--- config.mk ---
export PLATFORM = sky130hd
export DESIGN_NAME = jtag_tap_ctrl
export DESIGN_NICKNAME = d
export VERILOG_FILES = /design/src/rtl/jtag_tap_ctrl.sv
export SDC_FILE = /design/constraint.sdc
export NUM_CORES = 1
export LEC_CHECK = 0
export CAP_MARGIN = 25
export CORE_MARGIN = 3
export CORE_UTILIZATION = 54
export CTS_BUF_LIST = sky130_fd_sc_hd__clkbuf_2 sky130_fd_sc_hd__clkbuf_4 sky130_fd_sc_hd__clkbuf_8
export DETAILED_ROUTE_END_ITERATION = 10
export GPL_ROUTABILITY_DRIVEN = 0
export GPL_TIMING_DRIVEN = 0
export PLACE_DENSITY = 0.78
export SLEW_MARGIN = 10
export SYNTH_ARGS = -nofsm -noshare
export SYNTH_HDL_FRONTEND = slang
export SYNTH_SLANG_ARGS = --single-unit
--- constraint.sdc ---
create_clock -name CK -period 1.8 [get_ports CK]
set_input_delay 0.27 -clock CK [delete_from_list [all_inputs] [get_ports CK]]
set_output_delay 0.27 -clock CK [all_outputs]
set_load 0.03 [all_outputs]
--- src/rtl/jtag_tap_ctrl.sv ---
// Purpose : IEEE 1149.1 TAP controller. Provides the IR, the IDCODE and BYPASS registers, and the scan-chain strobes for the BSR and the ISR.
// Latency : strobes and TDO/TDO_EN are combinational from the registered TAP state and the instruction latch. BYPASS adds one CK of TDI->TDO delay.
// Backpressure: none. The TAP advances one state on every CK rising edge.
//
// Ports:
//   CK, TRST_N          test clock; asynchronous active-low reset to Test-Logic-Reset
//   TMS, TDI            TAP mode select and serial data in, sampled on the CK rising edge
//   TDO_BSR, TDO_ISR    serial returns from the boundary and internal scan chains
//   TDI_BSR, TDI_ISR    TDI forwarded to the two chains
//   clockdr/shiftdr/updatedr_{bs,is}  capture-shift enable, shift select and update strobe per chain
//   bs_en               boundary cells drive from their update latches (EXTEST/INTEST)
//   TDO, TDO_EN         serial data out, and its valid flag (Shift-DR / Shift-IR)
module jtag_tap_ctrl #(
    parameter logic [31:0] IDCODE_VAL = 32'h1923_4001,
    parameter int          IR_W       = 3
) (
    input  logic CK,
    input  logic TRST_N,
    input  logic TMS,
    input  logic TDI,
    input  logic TDO_BSR,
    input  logic TDO_ISR,
    output logic TDI_BSR,
    output logic TDI_ISR,
    output logic clockdr_bs,
    output logic shiftdr_bs,
    output logic updatedr_bs,
    output logic clockdr_is,
    output logic shiftdr_is,
    output logic updatedr_is,
    output logic bs_en,
    output logic TDO,
    output logic TDO_EN
);

    typedef enum logic [3:0] {
        TLR, RTI,
        SEL_DR, CAP_DR, SH_DR, EX1_DR, PAUSE_DR, EX2_DR, UPD_DR,
        SEL_IR, CAP_IR, SH_IR, EX1_IR, PAUSE_IR, EX2_IR, UPD_IR
    } tap_state_t;

    localparam logic [IR_W-1:0] IR_CAPTURE  = IR_W'(1);
    localparam logic [IR_W-1:0] INS_EXTEST  = IR_W'(0);
    localparam logic [IR_W-1:0] INS_SAMPLE  = IR_W'(1);
    localparam logic [IR_W-1:0] INS_INTSCAN = IR_W'(2);
    localparam logic [IR_W-1:0] INS_INTEST  = IR_W'(3);
    localparam logic [IR_W-1:0] INS_IDCODE  = IR_W'(4);

    tap_state_t      state, next_state;
    logic [IR_W-1:0] ir_sr;      // IR shift stage
    logic [IR_W-1:0] ir_lat;     // active instruction
    logic            bypass_q;
    logic [31:0]     idcode_q;

    logic sel_bsr, sel_isr, sel_id;

    // ------------------------------------------------------------------
    // State register
    // ------------------------------------------------------------------
    always_ff @(posedge CK or negedge TRST_N) begin
        if (!TRST_N) state <= TLR;
        else         state <= next_state;
    end

    // ------------------------------------------------------------------
    // Next-state logic: standard 1149.1 TMS transitions
    // ------------------------------------------------------------------
    always_comb begin
        next_state = state;
        case (state)
            TLR:      next_state = TMS ? TLR      : RTI;
            RTI:      next_state = TMS ? SEL_DR   : RTI;
            SEL_DR:   next_state = TMS ? SEL_IR   : CAP_DR;
            CAP_DR:   next_state = TMS ? EX1_DR   : SH_DR;
            SH_DR:    next_state = TMS ? EX1_DR   : SH_DR;
            EX1_DR:   next_state = TMS ? UPD_DR   : PAUSE_DR;
            PAUSE_DR: next_state = TMS ? EX2_DR   : PAUSE_DR;
            EX2_DR:   next_state = TMS ? UPD_DR   : SH_DR;
            UPD_DR:   next_state = TMS ? SEL_DR   : RTI;
            SEL_IR:   next_state = TMS ? TLR      : CAP_IR;
            CAP_IR:   next_state = TMS ? EX1_IR   : SH_IR;
            SH_IR:    next_state = TMS ? EX1_IR   : SH_IR;
            EX1_IR:   next_state = TMS ? UPD_IR   : PAUSE_IR;
            PAUSE_IR: next_state = TMS ? EX2_IR   : PAUSE_IR;
            EX2_IR:   next_state = TMS ? UPD_IR   : SH_IR;
            UPD_IR:   next_state = TMS ? SEL_DR   : RTI;
            default:  next_state = TLR;
        endcase
    end

    // ------------------------------------------------------------------
    // Instruction register: shift stage plus the active latch.
    // The latch is reloaded with IDCODE on the edge that enters TLR, so the
    // instruction is already IDCODE in the first TLR cycle. UPD_IR can never
    // be followed by TLR, so the two load conditions never collide.
    // ------------------------------------------------------------------
    always_ff @(posedge CK or negedge TRST_N) begin
        if (!TRST_N) begin
            ir_sr <= IR_CAPTURE;
        end else begin
            case (state)
                CAP_IR:  ir_sr <= IR_CAPTURE;
                SH_IR:   ir_sr <= {TDI, ir_sr[IR_W-1:1]};
                default: ;
            endcase
        end
    end

    always_ff @(posedge CK or negedge TRST_N) begin
        if (!TRST_N)                ir_lat <= INS_IDCODE;
        else if (next_state == TLR) ir_lat <= INS_IDCODE;
        else if (state == UPD_IR)   ir_lat <= ir_sr;
    end

    // Instruction decode. Any code outside the table selects BYPASS.
    always_comb begin
        sel_bsr = (ir_lat == INS_EXTEST) || (ir_lat == INS_SAMPLE) ||
                  (ir_lat == INS_INTEST);
        sel_isr = (ir_lat == INS_INTSCAN);
        sel_id  = (ir_lat == INS_IDCODE);
    end

    // ------------------------------------------------------------------
    // IDCODE and BYPASS data registers. Both hold in the pause states.
    // ------------------------------------------------------------------
    always_ff @(posedge CK or negedge TRST_N) begin
        if (!TRST_N) begin
            bypass_q <= 1'b0;
        end else begin
            case (state)
                CAP_DR:  bypass_q <= 1'b0;
                SH_DR:   bypass_q <= TDI;
                default: ;
            endcase
        end
    end

    always_ff @(posedge CK or negedge TRST_N) begin
        if (!TRST_N) begin
            idcode_q <= IDCODE_VAL;
        end else if (sel_id) begin
            case (state)
                CAP_DR:  idcode_q <= IDCODE_VAL;
                SH_DR:   idcode_q <= {TDI, idcode_q[31:1]};
                default: ;
            endcase
        end
    end

    // ------------------------------------------------------------------
    // Output decode. This logic is combinational from registered state only,
    // so the strobes change once per CK edge. Reset drives them to 0 at once.
    // ------------------------------------------------------------------
    always_comb begin
        TDI_BSR     = TDI;
        TDI_ISR     = TDI;
        clockdr_bs  = sel_bsr && (state == CAP_DR || state == SH_DR);
        shiftdr_bs  = sel_bsr && (state == SH_DR);
        updatedr_bs = sel_bsr && (state == UPD_DR);
        clockdr_is  = sel_isr && (state == CAP_DR || state == SH_DR);
        shiftdr_is  = sel_isr && (state == SH_DR);
        updatedr_is = sel_isr && (state == UPD_DR);
        bs_en       = (ir_lat == INS_EXTEST) || (ir_lat == INS_INTEST);
        TDO_EN      = (state == SH_DR) || (state == SH_IR);
        TDO         = 1'b0;
        if (state == SH_IR) begin
            TDO = ir_sr[0];
        end else if (state == SH_DR) begin
            if (sel_bsr)      TDO = TDO_BSR;
            else if (sel_isr) TDO = TDO_ISR;
            else if (sel_id)  TDO = idcode_q[0];
            else              TDO = bypass_q;
        end
    end

endmodule

## Word-level counts from Yosys, hierarchy flattened

Cells that the tools add are included.

| storage, ports and cells | value |
|---|---|
| flip-flop bits (word level) | 43 |
| input bits | 6 |
| output and inout port bits | 11 |
| word-level logic and storage cells | 68 |

| operators by class | value |
|---|---|
| equal/unequal tests | 19 |
| multiplexer cells | 23 |
| reductions and logical operators | 21 |

Operator list:

| kind | count |
|---|---|
| $pmux 32 s2 | 1 |
| $pmux 4 s12 | 1 |
| $eq 4x4->1 const B | 8 |
| $eq 4x3->1 const B | 4 |
| $mux 4 | 4 |
| $mux 3 | 4 |
| $eq 4x2->1 const B | 2 |
| $logic_not 4->1 | 2 |
| $mux 1 | 8 |
| $eq 3x2->1 const B | 2 |
| $logic_and 1x1->1 | 6 |
| $mux 2 | 3 |
| $pmux 3 s2 | 1 |
| $reduce_bool 2->1 | 3 |
| $logic_or 1x1->1 | 5 |
| $eq 4x1->1 const B | 1 |
| $reduce_or 2->1 | 2 |
| $eq 3x1->1 const B | 1 |
| $eq 3x3->1 const B | 1 |
| $logic_not 3->1 | 1 |
| $reduce_or 3->1 | 1 |
| $pmux 1 s2 | 1 |
| $reduce_and 2->1 | 1 |

## Logic depth before layout (Yosys ltp)

Gate-level depths: netlist of the first run.

| logic depth | value |
|---|---|
| word-level depth | 6 |
| mapped depth | 5 |
| gate-level depth less buffers | 3 |

## Worst setup path after synthesis of the first run

Ideal clock, no wire load.

| path | value |
|---|---|
| path kind | reg2out |
| start | reg state[0] |
| end | out updatedr_bs |
| arrival | 1.926 ns |
| required time | 1.530 ns |
| slack | -0.396 ns |
| cell stages (with the launch flop) | 5 |
| path buffers | 2 |
| cell sequence | dfrtp_1 -> buf_4 -> clkbuf_1 -> or2_2 -> nor4_1 |

| on the way | value |
|---|---|
| cells in the longest elaborated chain, start to end | 2 |

Ends and longest elaborated chain:

| item | RTL line | source |
|---|---|---|
| from (decl) | 49 | `tap_state_t state, next_state;` |
| from (signal assigned) | 62 | `else state <= next_state;` |
| $eq 4x4->1 | 159 | `updatedr_bs = sel_bsr && (state == UPD_DR);` |
| $logic_and 1x1->1 | 159 |  |
| to (decl) | 27 | `output logic updatedr_bs,` |

Every way passes these cells.

## Worst setup path in the final report of the first run

| path | value |
|---|---|
| start | reg state[0] |
| end | out clockdr_is |

| on the way | value |
|---|---|
| cells in the longest elaborated chain, start to end | 3 |
| elaborated cells between the ends (all ways) | 4 |
| classes of those cells | eq/ne (2); reduce/logical (2) |

Ends and longest elaborated chain:

| item | RTL line | source |
|---|---|---|
| $eq 4x2->1 / $eq 4x3->1 (equally long branches) | 160 | `clockdr_is = sel_isr && (state == CAP_DR \|\| state == SH_DR);` |
| $logic_or 1x1->1 (*) | 160 |  |
| $logic_and 1x1->1 (*) | 160 |  |
| to (decl) | 28 | `output logic clockdr_is,` |

Mark *: on every way between the ends. The rest lies on a longest branch, timed or not.

==> impl_metrics.ini, run 1 <==
[synthesis]
synth_xor_area_share_pct = 0.872
synth-simple-area-share_pct = 13.8
synthTopCellsByCount = 33 x dfrtp_1, 25 x a22o_1, 12 x nand2_1, 10 x dfstp_2
synth_seq_cells = 43
synth.largest_area_cell = dfrtp_1
synthAdderAreaFrac_pct = 0
synth_area_um2 = 2010
synth-edff-count = 0
ys_types = 48
synth_top_family_by_area = compound AO/OA/AOI/OAI gates
ys.flop_type = dfrtp_1
synthTopCellsByArea = dfrtp_1 41%, dfstp_2 13%, a22o_1 11%
ys_seq_area_share_pct = 54.2
synth_top_area_share_pct = 41.1
synth_most_common_cell = dfrtp_1
ys_warn_count = 0
synthCells = 172
avgSynthCellArea_um2 = 11.7
synth-compound-area-share_pct = 24.2
syn_nets = 178
ys_async_sr_fraction_pct = 100
synthMuxAreaShare_pct = 1.56

[global_routing]
grtUsageTotal_pct = 23.4
grt_max_degree = 31
grt_pass1_wl_um = 7650
grt_overflow_total = 0
grt_pass1_vias = 1580
antenna_found_initial = 0

[layout]
antennaDiodeCount = 0
nets = 217
fin_cells = 258
drive_above_1_share_pct = 38.2
utilization_pct = 76.1
final_cell_area_um2 = 2640
area_growth_pct = 31.3

[power_and_ir_drop]
power_switching_mw = 1.93
swShare_pct = 39.3
p_leak_nw = 1.18
power_frac_clock_pct = 12.5
p_per_area_nw_per_um2 = 1860
combPwrFrac_pct = 53.7
power.total_mw = 4.91
vdd_drop_max_mv = 1.09
power_frac_seq_pct = 33.8
internal_power_mw = 2.98

[drt]
ant_nets = 0
vias_per_cell = 5.99
first_iter_violations = 95
drt_first_pass_iters = 4
wl_um = 4710
wire_per_inst_um = 18.3
drc_errors = 0
vias = 1545

[setup_path]
cp.required_ns = 1.53
path_delay_family = simple AND/OR/NAND/NOR gates
reg2reg_depth = 6
cp-start-kind = register
critical_path.cell_chain = buf_6 > or3b_4 > a21o_4 > nor3_4 > buf_6
path_class = register to primary output
critPathMaxStageDelay_ns = 0.41
crit_top_cell = buf_6
cp.arrival_ns = 1.73
path_buf_inv = 2
crit_cells = 5
slowest_stage = or3b_4
reg2reg_from = state[0]$_DFF_PN0_
startpoint = state[0]$_DFF_PN0_
endpoint_kind = primary output
cp_max_fo = 7

[sta]
timing.slew.headroom_pct = 74.1
fin_ws_ns = -0.199
fmax_mhz = 500
layout_worst_path_cycle_share_pct = 111
hold_ws_ns = 0.384
setup_violations = 32
tightestPinTransition_ns = 0.388
rsz0062_at_grt = yes
fin_tns_setup_ns = -3.18
skew_ns = 0.00574
finalMaxSlewViolations = 0
hold_viol = 0
fin_crit_ns = 2.00

[clocking]
worstSkewPairLatency_ns = 0.30
path_clk_slew_ns = 0.08
cts_max_level = 2
cts_sinks = 43
numCtsBuffers = 5
cts_root_buf = clkbuf_8
clk_path_buf_depth = 2
tritoncts = yes

[die]
start_util_pct = 57.9
fp.dieW_um = 67
dieArea_um2 = 4490
die_h_um = 67
rows = 21
io_pins = 17
coreArea_um2 = 3470

[run]
drv_cap = 0

[hold_path]
worst_hold_path_type = primary input to asynchronous set/reset pin

[placed_design]
portBuffers = 16
dp_hpwl_um = 2960
pre_cts_ws_ns = -0.648
dp.cells = 235
postPlaceCellArea_um2 = 2290

[run_status]
violations = negative setup slack
status = finished, violations left
-- worst paths after layout --
check / endpoint / slack (ns)
max: clockdr_is / -0.20
min: idcode_q[13]$_DFFE_PN0P_ / 0.38
max reg2reg: idcode_q[26]$_DFFE_PN0P_ / -0.10
min reg2reg: idcode_q[9]$_DFFE_PN0P_ / 0.51
max in group asynchronous: ir_sr[0]$_DFFE_PN1P_ / 0.88
min in group CK: idcode_q[9]$_DFFE_PN0P_ / 0.51
-- state kept, by name, summed over array words and instances, names as in the netlist --
register,count
bypass_q,1
idcode_q,32
ir_lat,3
ir_sr,3
state,4
-- routing by layer --
metal / track usage [%] / up-vias / part of all wire, %
met3: 6.75 / 11 / 4.9
met5: 0 / - / 0
li1: - / 714 / -
met2: 38.3 / 46 / 52
met1: 27.4 / 774 / 41
met4: 12.7 / 0 / 2.6
-- what timing repair did --
action                                 4_1_cts  5_1_grt
resized for setup                           94       16
endpoints found under the hold margin       13        0
buffers inserted                             6        6
setup endpoints to repair                   39       35
cloned                                       2        0
pin swaps                                    7        7
hold buffers                                 1        0
-- cell type report --
cell class	instances	area (µm²)
multi-input cells	110	927
plain buffers	15	145
inverters	4	17.5
well taps	46	57.6
repair buffers	32	312
fillers	225	830
clock buffers	6	76.3
flip-flops and latches	43	1090
clock inverters	2	12.5
-- layout by cell type, fill, tap and decap left out, types with 3 or more instances in the layout --
cell / Yosys / routed
clkdlybuf4s50_1: 0 / 4
nand2b_1: 3 / 3
clkbuf_8: 0 / 6
a22o_1: 25 / 25
o22a_1: 8 / 8
buf_6: 2 / 14
nor2_1: 5 / 5
buf_4: 6 / 19
o21ai_0: 8 / 5
dfrtp_1: 33 / 31
dfstp_2: 10 / 10
inv_1: 4 / 3
nand2_1: 12 / 11
-- cell families (layout without fill, tap and decap cells) --
family	Yosys count	count (layout)
simple gates	47	47
xor+xnor	2	2
compound gates	58	58
mux	3	3
buf+inv	19	59
flops	43	43
-- power by group through the flow --
stage	Clock, mW	Combinational, mW	Sequential, mW
2_1_floorplan	0	1.60	1.56
3_3_place_gp	0	1.90	1.61
3_5_place_dp	0	2.01	1.64
4_1_cts	0.617	2.38	1.64
5_1_grt	0.661	2.83	1.70
6_report	0.611	2.64	1.66
(Power assumes the default switching activity.)
==> run 2, diff against run 1 <==
--- a/config.mk
+++ b/config.mk
@@ -9,6 +9,7 @@
 export CORE_MARGIN = 3
 export CORE_UTILIZATION = 54
 export CTS_BUF_LIST = sky130_fd_sc_hd__clkbuf_2 sky130_fd_sc_hd__clkbuf_4 sky130_fd_sc_hd__clkbuf_8
+export CTS_CLUSTER_SIZE = 10
 export DETAILED_ROUTE_END_ITERATION = 10
 export GPL_ROUTABILITY_DRIVEN = 0
 export GPL_TIMING_DRIVEN = 0
==> results of run 2 <==
Same layout as run 1: the final DEF is identical, and so are final timing and power.
==> run 3, diff against run 2 <==
--- a/config.mk
+++ b/config.mk
@@ -9,7 +9,7 @@
 export CORE_MARGIN = 3
 export CORE_UTILIZATION = 54
 export CTS_BUF_LIST = sky130_fd_sc_hd__clkbuf_2 sky130_fd_sc_hd__clkbuf_4 sky130_fd_sc_hd__clkbuf_8
-export CTS_CLUSTER_SIZE = 10
+export CTS_CLUSTER_SIZE = 40
 export DETAILED_ROUTE_END_ITERATION = 10
 export GPL_ROUTABILITY_DRIVEN = 0
 export GPL_TIMING_DRIVEN = 0
==> results of run 3 <==
Same layout as run 1: the final DEF is identical, and so are final timing and power.
